`src/rtl/seq_detect_ctrl_if.sv`:
```
// Host config/control and serial-data bundle for the sequence-detect run controller.
interface seq_detect_ctrl_if #(
  parameter int unsigned MAX_LEN = 8,
  parameter int unsigned CNT_W   = 8
);
  localparam int unsigned LEN_W = $clog2(MAX_LEN + 1);

  logic [MAX_LEN-1:0] cfg_pattern;
  logic [LEN_W-1:0]   cfg_len;
  logic               cfg_repeat;
  logic [CNT_W-1:0]   cfg_target;
  logic               start;
  logic               abort;
  logic               data_valid;
  logic               data_in;
  logic               busy;
  logic               match;
  logic [CNT_W-1:0]   match_cnt;
  logic               done;
  logic               cfg_err;

  // Host / stimulus side
  modport master (
    output cfg_pattern, cfg_len, cfg_repeat, cfg_target,
    output start, abort, data_valid, data_in,
    input  busy, match, match_cnt, done, cfg_err
  );

  // Controller side
  modport slave (
    input  cfg_pattern, cfg_len, cfg_repeat, cfg_target,
    input  start, abort, data_valid, data_in,
    output busy, match, match_cnt, done, cfg_err
  );
endinterface

```
`src/rtl/seq_detect_ctrl.sv`:
```
// Run controller for serial pattern detection: latches a pattern at start,
// matches a valid-qualified bitstream, counts matches and stops at a target.
module seq_detect_ctrl #(
  parameter int unsigned MAX_LEN = 8,
  parameter int unsigned CNT_W   = 8
) (
  input logic          clk,
  input logic          rst,
  seq_detect_ctrl_if.slave bus
);
  localparam int unsigned LEN_W = $clog2(MAX_LEN + 1);

  typedef enum logic [1:0] {S_IDLE, S_RUN, S_DONE} state_t;

  state_t             r_state;
  logic [MAX_LEN-1:0] r_pattern;
  logic [LEN_W-1:0]   r_len;
  logic               r_repeat;
  logic [CNT_W-1:0]   r_target;
  logic [MAX_LEN-1:0] r_window;
  logic [LEN_W-1:0]   r_fill;
  logic               r_busy;
  logic               r_match;
  logic [CNT_W-1:0]   r_cnt;
  logic               r_done;
  logic               r_cfg_err;

  logic [MAX_LEN-1:0] w_window_new;
  logic [LEN_W-1:0]   w_fill_new;
  logic [MAX_LEN-1:0] w_mask;
  logic               w_hit;
  logic               w_cfg_ok;
  logic [CNT_W-1:0]   w_cnt_inc;

  // Window/fill as they would be after shifting in the current bit
  assign w_window_new = {r_window[MAX_LEN-2:0], bus.data_in};
  assign w_fill_new   = (r_fill == LEN_W'(MAX_LEN)) ? r_fill : r_fill + LEN_W'(1);
  assign w_cnt_inc    = r_cnt + CNT_W'(1);

  // Start is accepted only with a legal length and a non-zero target
  assign w_cfg_ok = (bus.cfg_len != '0) && (bus.cfg_len <= LEN_W'(MAX_LEN)) &&
                    (bus.cfg_target != '0);

  // Compare mask covering the low r_len bits of the window
  always_comb begin
    w_mask = '0;
    for (int i = 0; i < MAX_LEN; i++) begin
      w_mask[i] = (LEN_W'(i) < r_len);
    end
  end

  // Match on the post-shift window once enough fresh bits have arrived
  assign w_hit = (w_fill_new >= r_len) && (((w_window_new ^ r_pattern) & w_mask) == '0);

  // Run-control FSM with registered outputs
  always_ff @(posedge clk) begin
    if (rst) begin
      r_state   <= S_IDLE;
      r_pattern <= '0;
      r_len     <= '0;
      r_repeat  <= 1'b0;
      r_target  <= '0;
      r_window  <= '0;
      r_fill    <= '0;
      r_busy    <= 1'b0;
      r_match   <= 1'b0;
      r_cnt     <= '0;
      r_done    <= 1'b0;
      r_cfg_err <= 1'b0;
    end else begin
      r_match   <= 1'b0;
      r_cfg_err <= 1'b0;
      case (r_state)
        S_IDLE, S_DONE: begin
          if (bus.start) begin
            if (!w_cfg_ok) begin
              r_cfg_err <= 1'b1;
            end else begin
              r_pattern <= bus.cfg_pattern;
              r_len     <= bus.cfg_len;
              r_repeat  <= bus.cfg_repeat;
              r_target  <= bus.cfg_target;
              r_window  <= '0;
              r_fill    <= '0;
              r_cnt     <= '0;
              r_done    <= 1'b0;
              r_busy    <= 1'b1;
              r_state   <= S_RUN;
            end
          end
        end
        S_RUN: begin
          // abort wins over any bit sampled in the same cycle
          if (bus.abort) begin
            r_state <= S_IDLE;
            r_busy  <= 1'b0;
          end else if (bus.data_valid) begin
            r_window <= w_window_new;
            if (w_hit) begin
              r_match <= 1'b1;
              r_cnt   <= w_cnt_inc;
              r_fill  <= r_repeat ? w_fill_new : '0;
              if (w_cnt_inc == r_target) begin
                r_state <= S_DONE;
                r_busy  <= 1'b0;
                r_done  <= 1'b1;
              end
            end else begin
              r_fill <= w_fill_new;
            end
          end
        end
        default: begin
          r_state <= S_IDLE;
          r_busy  <= 1'b0;
        end
      endcase
    end
  end

  assign bus.busy      = r_busy;
  assign bus.match     = r_match;
  assign bus.match_cnt = r_cnt;
  assign bus.done      = r_done;
  assign bus.cfg_err   = r_cfg_err;
endmodule

```
`src/flat_wrapper.sv`:
```
// flat-port wrapper written by rule: the top's interface ports become plain ports
module seq_detect_ctrl_flat 
#(
  parameter int unsigned MAX_LEN = 8,
  parameter int unsigned CNT_W   = 8
)
  (clk, rst, bus_cfg_pattern, bus_cfg_len, bus_cfg_repeat, bus_cfg_target, bus_start, bus_abort, bus_data_valid, bus_data_in, bus_busy, bus_match, bus_match_cnt, bus_done, bus_cfg_err);
  seq_detect_ctrl_if #(.MAX_LEN(MAX_LEN), .CNT_W(CNT_W)) bus_i ();
  input logic clk;
  input logic rst;
  input wire logic [$bits(bus_i.cfg_pattern)-1:0] bus_cfg_pattern;
  input wire logic [$bits(bus_i.cfg_len)-1:0] bus_cfg_len;
  input wire logic [$bits(bus_i.cfg_repeat)-1:0] bus_cfg_repeat;
  input wire logic [$bits(bus_i.cfg_target)-1:0] bus_cfg_target;
  input wire logic [$bits(bus_i.start)-1:0] bus_start;
  input wire logic [$bits(bus_i.abort)-1:0] bus_abort;
  input wire logic [$bits(bus_i.data_valid)-1:0] bus_data_valid;
  input wire logic [$bits(bus_i.data_in)-1:0] bus_data_in;
  output wire logic [$bits(bus_i.busy)-1:0] bus_busy;
  output wire logic [$bits(bus_i.match)-1:0] bus_match;
  output wire logic [$bits(bus_i.match_cnt)-1:0] bus_match_cnt;
  output wire logic [$bits(bus_i.done)-1:0] bus_done;
  output wire logic [$bits(bus_i.cfg_err)-1:0] bus_cfg_err;
  assign bus_i.cfg_pattern = bus_cfg_pattern;
  assign bus_i.cfg_len = bus_cfg_len;
  assign bus_i.cfg_repeat = bus_cfg_repeat;
  assign bus_i.cfg_target = bus_cfg_target;
  assign bus_i.start = bus_start;
  assign bus_i.abort = bus_abort;
  assign bus_i.data_valid = bus_data_valid;
  assign bus_i.data_in = bus_data_in;
  assign bus_busy = bus_i.busy;
  assign bus_match = bus_i.match;
  assign bus_match_cnt = bus_i.match_cnt;
  assign bus_done = bus_i.done;
  assign bus_cfg_err = bus_i.cfg_err;
  seq_detect_ctrl #(.MAX_LEN(MAX_LEN), .CNT_W(CNT_W)) u_core (.clk(clk), .rst(rst), .bus(bus_i));
endmodule
```
`config.mk`:
```
export PLATFORM = sky130hd
export DESIGN_NAME = seq_detect_ctrl_flat
export DESIGN_NICKNAME = d
export VERILOG_FILES = /design/src/rtl/seq_detect_ctrl_if.sv /design/src/rtl/seq_detect_ctrl.sv /design/src/flat_wrapper.sv
export SDC_FILE = /design/constraint.sdc
export NUM_CORES = 1
export LEC_CHECK = 0
export CAP_MARGIN = 25
export CELL_PAD_IN_SITES_DETAIL_PLACEMENT = 2
export CELL_PAD_IN_SITES_GLOBAL_PLACEMENT = 2
export CORE_ASPECT_RATIO = 1.2
export CORE_MARGIN = 2
export CORE_UTILIZATION = 28
export DETAILED_ROUTE_END_ITERATION = 10
export GPL_TIMING_DRIVEN = 0
export PLACE_DENSITY = 0.82
export RECOVER_POWER = 25
export SLEW_MARGIN = 15
export SYNTH_ARGS = -nofsm -noshare
export SYNTH_HDL_FRONTEND = slang
export SYNTH_SLANG_ARGS = --single-unit
```
`constraint.sdc`:
```
create_clock -name clk -period 3.1 [get_ports clk]
set_input_delay 0.465 -clock clk [delete_from_list [all_inputs] [get_ports clk]]
set_output_delay 0.465 -clock clk [all_outputs]
set_load 0.03 [all_outputs]
```
==> impl_metrics.ini, run 1 <==
[timing]
rsz0062_at_grt = false
layout_min_cycle_time_ns = 2.99
tns_ns = 0
finalCritPeriodShare_pct = 96.5
setup_viol = 0
finalHoldViolations = 0
relSlewSlack_pct = 58.4
worst_slew_pin_slew_ns = 0.621
max_freq_mhz = 334
timing.hold.ws_ns = 0.462
maxSlewViolCount = 0
skew_ns = 0.00438

[layout]
synthToLayoutAreaGrowth_pct = 32.0
post_route_cells_drive_above_1_share_pct = 9.94
num-fill-cells = 922
fin_nets = 375
final_common_cell = nand2_1
antenna_cells = 0
final_cell_mix = nand2_1 (64), dfxtp_1 (44), a21oi_1 (31), clkdlybuf4s50_1 (25), nand3_1 (19)

[min_path]
min_from = u_core.r_repeat
whs_path_depth = 2
min_to = u_core.r_repeat
hold_class = reg -> reg

[clocking]
root_buffer = clkbuf_8
clockBufferDepth = 2
clk_latency_ns = 0.30
clk_pin_slew_ns = 0.10
cts.sinks = 46
cts_tree = done
ctsHoldBuffers = 0
htreeDepth = 2
cts_buffers = 5

[logic_synthesis]
yosysWarnings = 0
syn_nets = 326
avgSynthCellArea_um2 = 8.09
synth_area_mm2 = 0.00236
ys_seq_area_share_pct = 39.0
synth_area_leaders = dfxtp_1 (39%), nand2_1 (10%), a21oi_1 (6.6%)
yosys.area.top_type_share_pct = 39.0
netlist_instances = 292
ys_ff_latch = 46
synth_edf_count = 0
synthFlopType = dfxtp_1
synthDistinctLibCells = 47
yosysTopAreaCell = dfxtp_1
ys_async_sr_fraction_pct = 0

[placed_design]
gp_congestion = 0.829
dpl.hpwl_mm = 5.70
io_buffers = 38

[critical_path]
start_kind = flip-flop
required_ns = 3.34
rr_worst_depth = 13
r2r-start = u_core.r_fill[1]
critPathMaxFanout = 5
cp.arrival_ns = 3.23
r2r_end = u_core.bus.done
r2r_slack_ns = 0.11
crit_path_end_kind = flip-flop
critPathKind = reg -> reg

[detailed_routing]
vias_per_cell = 5.01
wl_per_cell_um = 16.7
ant_nets = 0
drt_first_iter_violations = 91
vias = 2285
first_pass_iters = 4
drt-total-wl_mm = 7.64
route.detailed.drc = 0

[die]
coreArea_mm2 = 0.00815
die_area_mm2 = 0.00919
die_w_um = 87.9
dieHeight_um = 105
row_count = 36
pin_count = 39
start_util_pct = 29.0

[power_and_ir_drop]
ir_drop_mv = 0.208
powerDensity_mw_per_mm2 = 423
p_leak_nw = 1.11

[global_route]
grt_max_degree = 16
antenna_found_initial = 0
grt_use_total_pct = 17.2
grt_pass1_vias = 2459
overflow = 0
grt_pass1_wl_mm = 12.4

[status]
status = complete, no violations

[flow_run]
drv_cap = 0
[report_power, final]
group / total (mW) / internal [mW] / switching [mW]
logic: 0.222 / 0.0964 / 0.126
clock network: 0.473 / 0.242 / 0.230
registers: 0.626 / 0.608 / 0.0176
total: 1.32 / 0.947 / 0.374
[worst max-delay path, stage by stage, from the launching register on]
cell and delay (ns):
dfxtp_4 0.37, inv_2 0.05, ha_4 0.15, nand2_4 0.06
nor2_4 0.04, xnor2_2 0.14, ha_1 0.30, nand2b_4 0.12
a2111oi_1 0.08, or4_1 0.51, a211o_1 0.29, buf_6 0.15
or4_4 0.44, a211oi_2 0.22
[worst max path at each step]
stage                startpoint                      end  slack, ns
6_report       u_core.r_fill[1]          u_core.bus.done       0.11
3_3_place_gp   u_core.r_fill[0]          u_core.bus.done      -0.06
4_1_cts        u_core.r_fill[0]          u_core.bus.done      -0.02
5_1_grt        u_core.r_fill[0]          u_core.bus.done      0.003
3_5_place_dp   u_core.r_fill[0]  u_core.bus.match_cnt[7]      -0.14
2_1_floorplan  u_core.r_fill[0]          u_core.bus.done       0.17
[metal layers]
| metal | routed length (um) | up-vias | GRT usage (%) |
|---|---|---|---|
| li1 | - | 1122 | - |
| met1 | 3430 | 1120 | 21.8 |
| met2 | 3930 | 35 | 30.2 |
| met3 | 189 | 8 | 2.61 |
| met4 | 92 | 0 | 4.07 |
| met5 | 0 | - | 0 |
[cell type report]
| class | instances | area [um^2] | share of cell area (%) |
|---|---|---|---|
| Buffer | 19 | 82.6 | 2.65 |
| Clock buffer | 5 | 68.8 | 2.21 |
| Clock inverter | 3 | 43.8 | 1.40 |
| Inverter | 8 | 30.0 | 0.963 |
| Multi-Input combinational cell | 219 | 1420 | 45.4 |
| Sequential cell | 46 | 926 | 29.7 |
| Tap cell | 114 | 143 | 4.57 |
| Timing Repair Buffer | 42 | 408 | 13.1 |
[stage by stage]
stage	worst slack, ns	cells	util, %	total power [mW]	area (um^2)
floorplan	0.168	292	-	0.756	2360
global placement	-0.0628	444	35.4	0.841	2890
detailed placement	-0.144	444	35.4	0.849	2890
CTS	-0.0168	453	37.1	1.33	3020
global route	0.00309	456	38.3	1.38	3120
finish	0.108	456	38.3	1.32	3120
[cell families (layout without fill, tap and decap cells)]
| family | count (synthesis) | in the layout | synth area share, % |
|---|---|---|---|
| AND/OR/NAND/NOR | 128 | 128 | 26.0 |
| AO/OA/AOI/OAI | 62 | 62 | 17.9 |
| flip-flops | 46 | 46 | 39.0 |
| buffers and inverters | 27 | 77 | 4.61 |
| XOR/XNOR | 21 | 21 | 8.37 |
| adder cells (fa/ha/maj) | 7 | 7 | 3.71 |
| multiplexers | 1 | 1 | 0.424 |
[Yosys cell counts, drive strengths merged (2+ instances only)]
master and count:
a2111oi 2, a211o 2, a211oi 2, a21oi 31, a22o 2, a311oi 3
a31oi 2, a32o 3, buf 2, clkbuf 17, dfxtp 46, ha 7
inv 8, nand2 65, nand2b 3, nand3 19, nand3b 5, nor2 12
nor3 2, nor4 5, o211ai 6, o21ai 2, o22ai 2, or2 2
or3 2, or4 6, xnor2 12, xor2 8
[flip-flops by register name (all words and copies together), names as in the netlist]
signal,flops
u_core.bus.busy,1
u_core.bus.cfg_err,1
u_core.bus.done,1
u_core.bus.match,1
u_core.bus.match_cnt,8
u_core.r_fill,4
u_core.r_len,4
u_core.r_pattern,8
u_core.r_repeat,1
u_core.r_state,2
u_core.r_target,8
u_core.r_window,7
[repair_timing]
action,in CTS,in global routing
endpoints found under the setup margin,17,15
buffers inserted,1,2
pin swaps,2,4
cloned,0,1
resized for setup,9,15
(Power assumes the default switching activity.)
==> inputs of run 2 (changes only) <==
Settings changed: CAP_MARGIN 25 to unset, CTS_CLUSTER_SIZE set to 14.
==> results of run 2 <==
Final layout, timing and power as in run 1 (identical DEF).
